===== src/rtl/mult_div_pkg.sv =====
// Shared encodings for the multicycle multiply/divide unit.
package mult_div_pkg;

  localparam logic [1:0] MD_MULT  = 2'b00;
  localparam logic [1:0] MD_DIV   = 2'b01;
  localparam logic [1:0] MD_MULTU = 2'b10;
  localparam logic [1:0] MD_DIVU  = 2'b11;

  typedef enum logic [1:0] {
    S_IDLE = 2'd0,
    S_RUN  = 2'd1,
    S_FIX  = 2'd2,
    S_DONE = 2'd3
  } md_state_e;

endpackage


===== src/rtl/mult_div_abs.sv =====
// Two's-complement magnitude with sign; invert forces a negation so the same
// block also serves as the result sign fixer.
module mult_div_abs #(
  parameter int unsigned DATA_W = 32
) (
  input  logic [DATA_W-1:0] x,
  input  logic              is_signed,
  input  logic              invert,
  output logic [DATA_W-1:0] mag,
  output logic              sgn
);

  always_comb begin
    sgn = is_signed & x[DATA_W-1];
    mag = (sgn ^ invert) ? (~x + DATA_W'(1)) : x;
  end

endmodule


===== src/rtl/mult_div_unit.sv =====
// Multicycle radix-2 multiply / restoring divide feeding HI/LO.
// Optional MULTDIV_UNSIGNED_EN enables multu/divu via op[1].
module mult_div_unit
  import mult_div_pkg::*;
#(
  parameter int unsigned DATA_W = 32
) (
  input  logic              clk,
  input  logic              reset,
  input  logic              start,
  input  logic [1:0]        op,
  input  logic [DATA_W-1:0] a,
  input  logic [DATA_W-1:0] b,
  output logic              busy,
  output logic              done,
  output logic              div_zero,
  output logic [DATA_W-1:0] hi,
  output logic [DATA_W-1:0] lo
);

  localparam int unsigned CNT_W = $clog2(DATA_W) + 1;

  md_state_e           state;
  logic [CNT_W-1:0]    count;
  logic                op_div;
  logic                neg_main;
  logic                neg_rem;
  logic [DATA_W-1:0]   opnd;
  logic [2*DATA_W-1:0] acc;

  logic                signed_en;
  logic [DATA_W-1:0]   mag_a, mag_b;
  logic                sgn_a, sgn_b;
  logic [DATA_W:0]     mul_sum, div_shift, div_diff;
  logic [2*DATA_W-1:0] mul_next, div_next;
  logic [DATA_W-1:0]   fix_hi, fix_lo, hi_fixed;
  logic                unused_fix_hi_sgn, unused_fix_lo_sgn;

`ifdef MULTDIV_UNSIGNED_EN
  assign signed_en = ~op[1];
`else
  logic unused_op_msb;
  assign signed_en     = 1'b1;
  assign unused_op_msb = op[1];
`endif

  mult_div_abs #(.DATA_W(DATA_W)) u_abs_a (
    .x(a), .is_signed(signed_en), .invert(1'b0), .mag(mag_a), .sgn(sgn_a)
  );

  mult_div_abs #(.DATA_W(DATA_W)) u_abs_b (
    .x(b), .is_signed(signed_en), .invert(1'b0), .mag(mag_b), .sgn(sgn_b)
  );

  // Sign correction of the magnitude result: remainder follows the dividend.
  mult_div_abs #(.DATA_W(DATA_W)) u_fix_hi (
    .x(acc[2*DATA_W-1:DATA_W]), .is_signed(1'b0),
    .invert(op_div ? neg_rem : neg_main), .mag(fix_hi), .sgn(unused_fix_hi_sgn)
  );

  mult_div_abs #(.DATA_W(DATA_W)) u_fix_lo (
    .x(acc[DATA_W-1:0]), .is_signed(1'b0),
    .invert(neg_main), .mag(fix_lo), .sgn(unused_fix_lo_sgn)
  );

  // One iteration of each datapath; acc holds {upper, multiplier} or {rem, quot}.
  always_comb begin
    mul_sum   = {1'b0, acc[2*DATA_W-1:DATA_W]} + (acc[0] ? {1'b0, opnd} : '0);
    mul_next  = {mul_sum, acc[DATA_W-1:1]};
    div_shift = {acc[2*DATA_W-1:DATA_W], acc[DATA_W-1]};
    div_diff  = div_shift - {1'b0, opnd};
    div_next  = div_diff[DATA_W] ? {div_shift[DATA_W-1:0], acc[DATA_W-2:0], 1'b0}
                                 : {div_diff[DATA_W-1:0], acc[DATA_W-2:0], 1'b1};
    // A 2W negation borrows from the upper half unless the lower half is zero.
    hi_fixed  = fix_hi;
    if (!op_div && neg_main && (acc[DATA_W-1:0] != '0)) begin
      hi_fixed = fix_hi - DATA_W'(1);
    end
  end

  always_ff @(posedge clk) begin
    if (reset) begin
      state    <= S_IDLE;
      count    <= '0;
      op_div   <= 1'b0;
      neg_main <= 1'b0;
      neg_rem  <= 1'b0;
      opnd     <= '0;
      acc      <= '0;
      busy     <= 1'b0;
      done     <= 1'b0;
      div_zero <= 1'b0;
      hi       <= '0;
      lo       <= '0;
    end else begin
      case (state)
        S_IDLE: begin
          if (start) begin
            busy   <= 1'b1;
            op_div <= op[0];
            if (op[0] && (b == '0)) begin
              state <= S_DONE;
            end else begin
              state    <= S_RUN;
              count    <= CNT_W'(DATA_W);
              neg_main <= sgn_a ^ sgn_b;
              neg_rem  <= sgn_a;
              opnd     <= op[0] ? mag_b : mag_a;
              acc      <= op[0] ? {{DATA_W{1'b0}}, mag_a} : {{DATA_W{1'b0}}, mag_b};
            end
          end
        end
        S_RUN: begin
          acc   <= op_div ? div_next : mul_next;
          count <= count - CNT_W'(1);
          if (count == CNT_W'(1)) begin
            state <= S_FIX;
          end
        end
        S_FIX: begin
          hi    <= hi_fixed;
          lo    <= fix_lo;
          done  <= 1'b1;
          state <= S_DONE;
        end
        S_DONE: begin
          // Divide-by-zero arrives here without done; it raises done one cycle later.
          if (done) begin
            done     <= 1'b0;
            div_zero <= 1'b0;
            busy     <= 1'b0;
            state    <= S_IDLE;
          end else begin
            done     <= 1'b1;
            div_zero <= 1'b1;
          end
        end
        default: state <= S_IDLE;
      endcase
    end
  end

endmodule


===== config.mk =====
export PLATFORM = sky130hd
export DESIGN_NAME = mult_div_unit
export DESIGN_NICKNAME = d
export VERILOG_FILES = /design/src/rtl/mult_div_pkg.sv /design/src/rtl/mult_div_abs.sv /design/src/rtl/mult_div_unit.sv
export SDC_FILE = /design/constraint.sdc
export NUM_CORES = 1
export LEC_CHECK = 0
export CORE_ASPECT_RATIO = 2
export CORE_MARGIN = 5
export CORE_UTILIZATION = 39
export CTS_CLUSTER_SIZE = 20
export DETAILED_ROUTE_END_ITERATION = 8
export PLACE_DENSITY = 0.55
export SYNTH_ARGS = -nofsm -noshare
export SYNTH_HDL_FRONTEND = slang
export SYNTH_SLANG_ARGS = --single-unit

===== constraint.sdc =====
create_clock -name clk -period 9.41 [get_ports clk]
set_input_delay 1.4115 -clock clk [delete_from_list [all_inputs] [get_ports clk]]
set_output_delay 1.4115 -clock clk [all_outputs]
set_load 0.05 [all_outputs]

==> summary.txt <==
GRT
  • Overflow left after global routing: 0
  • Maximum number of pins on one net before global-route repair: 93
  • First-pass GRT wire length: 81200 um
  • Vias in the first global route: 14425
  • Antenna violations before repair: 0
  • Global-route usage over all layers: 24.5%

Placement
  • Total placed instance area: 0.0165 mm2
  • Half-perimeter wire length after placement: 41800 um
  • Number of buffers inserted by port buffering: 134
  • Routability-driven placement congestion ratio: 0.947
  • Cell count after placement: 2462

Floorplanning
  • Die footprint: 0.0426 mm2
  • Count of boundary I/O pins: 136
  • Starting density of the core: 39.4%
  • Horizontal extent of the die: 148 um
  • Standard cell core area: 0.0379 mm2
  • Floorplan die height: 287 um
  • Row count: 101

Power
  • Maximum vdd ir drop: 0.000129 V
  • Pwr Density: 197 mW/mm2
  • Static Leak: 0.00643 uW
  • Power after layout: 3380 uW

Routing
  • Number of iterations in the first detailed-routing pass: 7
  • Final wirelength: 53100 um
  • DR vias/cell: 5.86
  • WL per Instance: 21.3 um
  • Number of design rule violations left after detail routing: 0
  • Remaining antenna violation count: 0
  • Total via count in the routed design: 14623
  • DRC marker count from the first detailed-route iteration: 819

Clock network
  • Cts bufs inserted: 17
  • Clk sink count: 174
  • Total number of H-tree levels: 4
  • Clock tree from TritonCTS: built
  • Clock root buffer: sky130_fd_sc_hd__clkbuf_16
  • # hold bufs at CTS: 0
  • Postcts setup bufs: 0
  • Clock transition at path regs: 0.08 ns
  • CTS resizes: 0
  • Clock latency on the worst-skew pair: 0.46 ns
  • Worst-case clock buffer depth: 2

Logic synthesis
  • Sequential fraction of the synthesis area: 23.3%
  • Number of synthesized register bits: 174
  • Mapped Avg Cell Area: 7.60 um2
  • Number of nets produced by synthesis: 2112
  • Top flip-flop cell by instance count after synthesis: sky130_fd_sc_hd__dfxtp_1
  • Number of distinct library cells after synthesis: 79
  • Cell types with the largest area share after synthesis: sky130_fd_sc_hd__dfxtp_1 23%, sky130_fd_sc_hd__nor2_1 6.4%, sky130_fd_sc_hd__ha_1 6.3%
  • Portion of synthesized cell area occupied by the leading cell type: 23.3%
  • Ys async rst share: 0%
  • Count of synthesis-stage warnings from yosys: 0
  • Post-synth EDFFs: 0
  • Post-synthesis cell count: 1966
  • Top post-synthesis cells by count: 254 x sky130_fd_sc_hd__nor2_1, 174 x sky130_fd_sc_hd__dfxtp_1, 143 x sky130_fd_sc_hd__nand2_1
  • Combined area of all synthesized cells: 0.0149 mm2
  • Most numerous cell in the Yosys netlist: sky130_fd_sc_hd__nor2_1
  • Most area-hungry cell type in the Yosys netlist: sky130_fd_sc_hd__dfxtp_1

Hold path
  • Class of the worst hold path: reg -> reg

Final layout
  • Count of placed standard cells in the final layout, fillers left out: 2494
  • Fill cell instance count of the final layout: 3812
  • Antenna Diode Count: 0
  • # nets final: 2164
  • Synth-to-layout area growth: 14.8%
  • Footprint of the flip-flops and latches: 0.00348 mm2
  • Final Instance Area: 0.0172 mm2
  • Proportion of layout cells with a drive suffix above 1: 6.45%
  • Multi-input gate area in the final layout: 0.0106 mm2

Setup path
  • Path type of the worst setup path: in -> reg
  • Worst setup SP type: input pin
  • Worst-path fanout max: 22
  • Signal arrival time at the worst endpoint: 5.59 ns
  • Kind of capture point of the worst setup path: register
  • Data required time at the worst endpoint: 9.75 ns

Status
  • Result of the run: finished clean

Run
  • Max-cap violation count: 0

STA
  • Post-layout min period: 5.25 ns
  • Share of the clock period used by the worst path: 55.8%
  • Unrepaired setup endpoints after global routing: no
  • Final Hold Fails: 0
  • Highest clock frequency the design can meet: 190 MHz
  • Worst slew margin relative to its limit: 24.5%
  • Least-Margin Pin Slew: 1.13 ns
  • TNS Setup: 0 ns
  • Max Slew Vio Count: 0
  • Clock Skew: 0.0177 ns
  • Final setup vio count: 0
[worst max-delay path, cell delays in order]
cell and delay [ns]:
sky130_fd_sc_hd__clkdlybuf4s50_1 0.47, sky130_fd_sc_hd__nor4_1 0.77, sky130_fd_sc_hd__nand4_1 0.36, sky130_fd_sc_hd__nor3_1 0.65
sky130_fd_sc_hd__nand3_1 0.27, sky130_fd_sc_hd__nand2_1 0.13, sky130_fd_sc_hd__a211oi_1 0.08, sky130_fd_sc_hd__buf_4 0.20
sky130_fd_sc_hd__nand2_1 0.71, sky130_fd_sc_hd__o31ai_1 0.17, sky130_fd_sc_hd__or3_1 0.38
[path summary, 6_finish.rpt]
check	startpoint	endpoint	slack, ns	cells past startpoint
worst min-delay path	opnd[2]$_SDFFE_PP0P_	opnd[2]$_SDFFE_PP0P_	0.46	2
worst max register to register	acc[0]$_SDFFE_PP0P_	hi[28]$_SDFFE_PP0P_	4.48	11
worst max-delay path	b[3]	acc[60]$_SDFFE_PP0P_	4.16	11
worst min register to register	opnd[2]$_SDFFE_PP0P_	opnd[2]$_SDFFE_PP0P_	0.46	2
[registers in the layout, summed over array words and instances (netlist names)]
name and count:
acc 64, hi 32, lo 32, opnd 32, count 6, state 2, busy 1, div_zero 1
done 1, neg_main 1, neg_rem 1, op_div 1
[cells by family (layout without fill, tap and decap cells)]
family | after synthesis | after routing | synth area share, %
AND/OR/NAND/NOR | 635 | 635 | 20.3
AO/OA/AOI/OAI | 588 | 588 | 25.9
buffers and inverters | 201 | 266 | 5.95
XOR/XNOR | 197 | 197 | 11.5
flip-flops | 174 | 174 | 23.3
multiplexers | 94 | 94 | 6.52
adder cells (fa/ha/maj) | 77 | 77 | 6.55
[cell type report]
type,instances,share of cell area (%)
Clock buffer,17,2.48
Clock inverter,15,1.39
Inverter,71,1.55
Multi-Input combinational cell,1591,61.9
Sequential cell,174,20.3
Tap cell,463,3.38
Timing Repair Buffer,163,9.04
[per-stage QoR]
step | worst slack [ns] | util (%) | hold WS, ns
floorplan | 5.39 | - | 0.429
global placement | 3.75 | 43.5 | 0.443
detailed placement | 3.69 | 43.5 | 0.450
CTS | 4.16 | 45.3 | 0.462
global route | 3.91 | 45.3 | 0.489
finish | 4.16 | 45.3 | 0.460
[cell usage in the layout, fill, tap and decap left out, types with 7 or more instances in the layout]
cell type,netlist,layout
sky130_fd_sc_hd__a211oi_1,96,96
sky130_fd_sc_hd__a21boi_0,7,7
sky130_fd_sc_hd__a21o_1,24,24
sky130_fd_sc_hd__a21oi_1,126,125
sky130_fd_sc_hd__a22oi_1,15,15
sky130_fd_sc_hd__a31oi_1,17,16
sky130_fd_sc_hd__and2_1,9,9
sky130_fd_sc_hd__and3_1,11,11
sky130_fd_sc_hd__buf_4,1,30
sky130_fd_sc_hd__clkbuf_16,0,17
sky130_fd_sc_hd__clkdlybuf4s50_1,0,132
sky130_fd_sc_hd__clkinv_8,0,7
sky130_fd_sc_hd__dfxtp_1,174,173
sky130_fd_sc_hd__ha_1,75,73
sky130_fd_sc_hd__inv_1,70,70
sky130_fd_sc_hd__mux2_2,27,27
sky130_fd_sc_hd__mux2i_1,67,67
sky130_fd_sc_hd__nand2_1,143,143
sky130_fd_sc_hd__nand2b_1,20,20
sky130_fd_sc_hd__nand3_1,25,25
sky130_fd_sc_hd__nand3b_1,7,7
sky130_fd_sc_hd__nand4_1,16,16
sky130_fd_sc_hd__nor2_1,254,253
sky130_fd_sc_hd__nor2b_1,20,20
sky130_fd_sc_hd__nor3_1,39,39
sky130_fd_sc_hd__nor4_1,13,13
sky130_fd_sc_hd__o211ai_1,15,15
sky130_fd_sc_hd__o21a_1,11,11
sky130_fd_sc_hd__o21ai_0,136,135
sky130_fd_sc_hd__o221ai_1,10,10
sky130_fd_sc_hd__o22ai_1,7,7
sky130_fd_sc_hd__o31ai_1,37,37
sky130_fd_sc_hd__o41ai_1,20,20
sky130_fd_sc_hd__or2_2,12,12
sky130_fd_sc_hd__or3_1,25,25
sky130_fd_sc_hd__or4_1,16,16
sky130_fd_sc_hd__xnor2_1,99,98
sky130_fd_sc_hd__xor2_1,98,97
[power by group]
| group | switching, uW | internal, uW |
|---|---|---|
| registers | 140 | 837 |
| clock network | 379 | 416 |
| logic | 1010 | 593 |
[metal layers]
layer	GRT usage (%)	wire length, um	vias to the layer above
met3	2.35	1590	156
met2	46.2	28100	397
met4	21.2	5410	0
met5	0	0	-
li1	-	-	7227
met1	23.2	18100	6843
(Power assumes the default switching activity.)
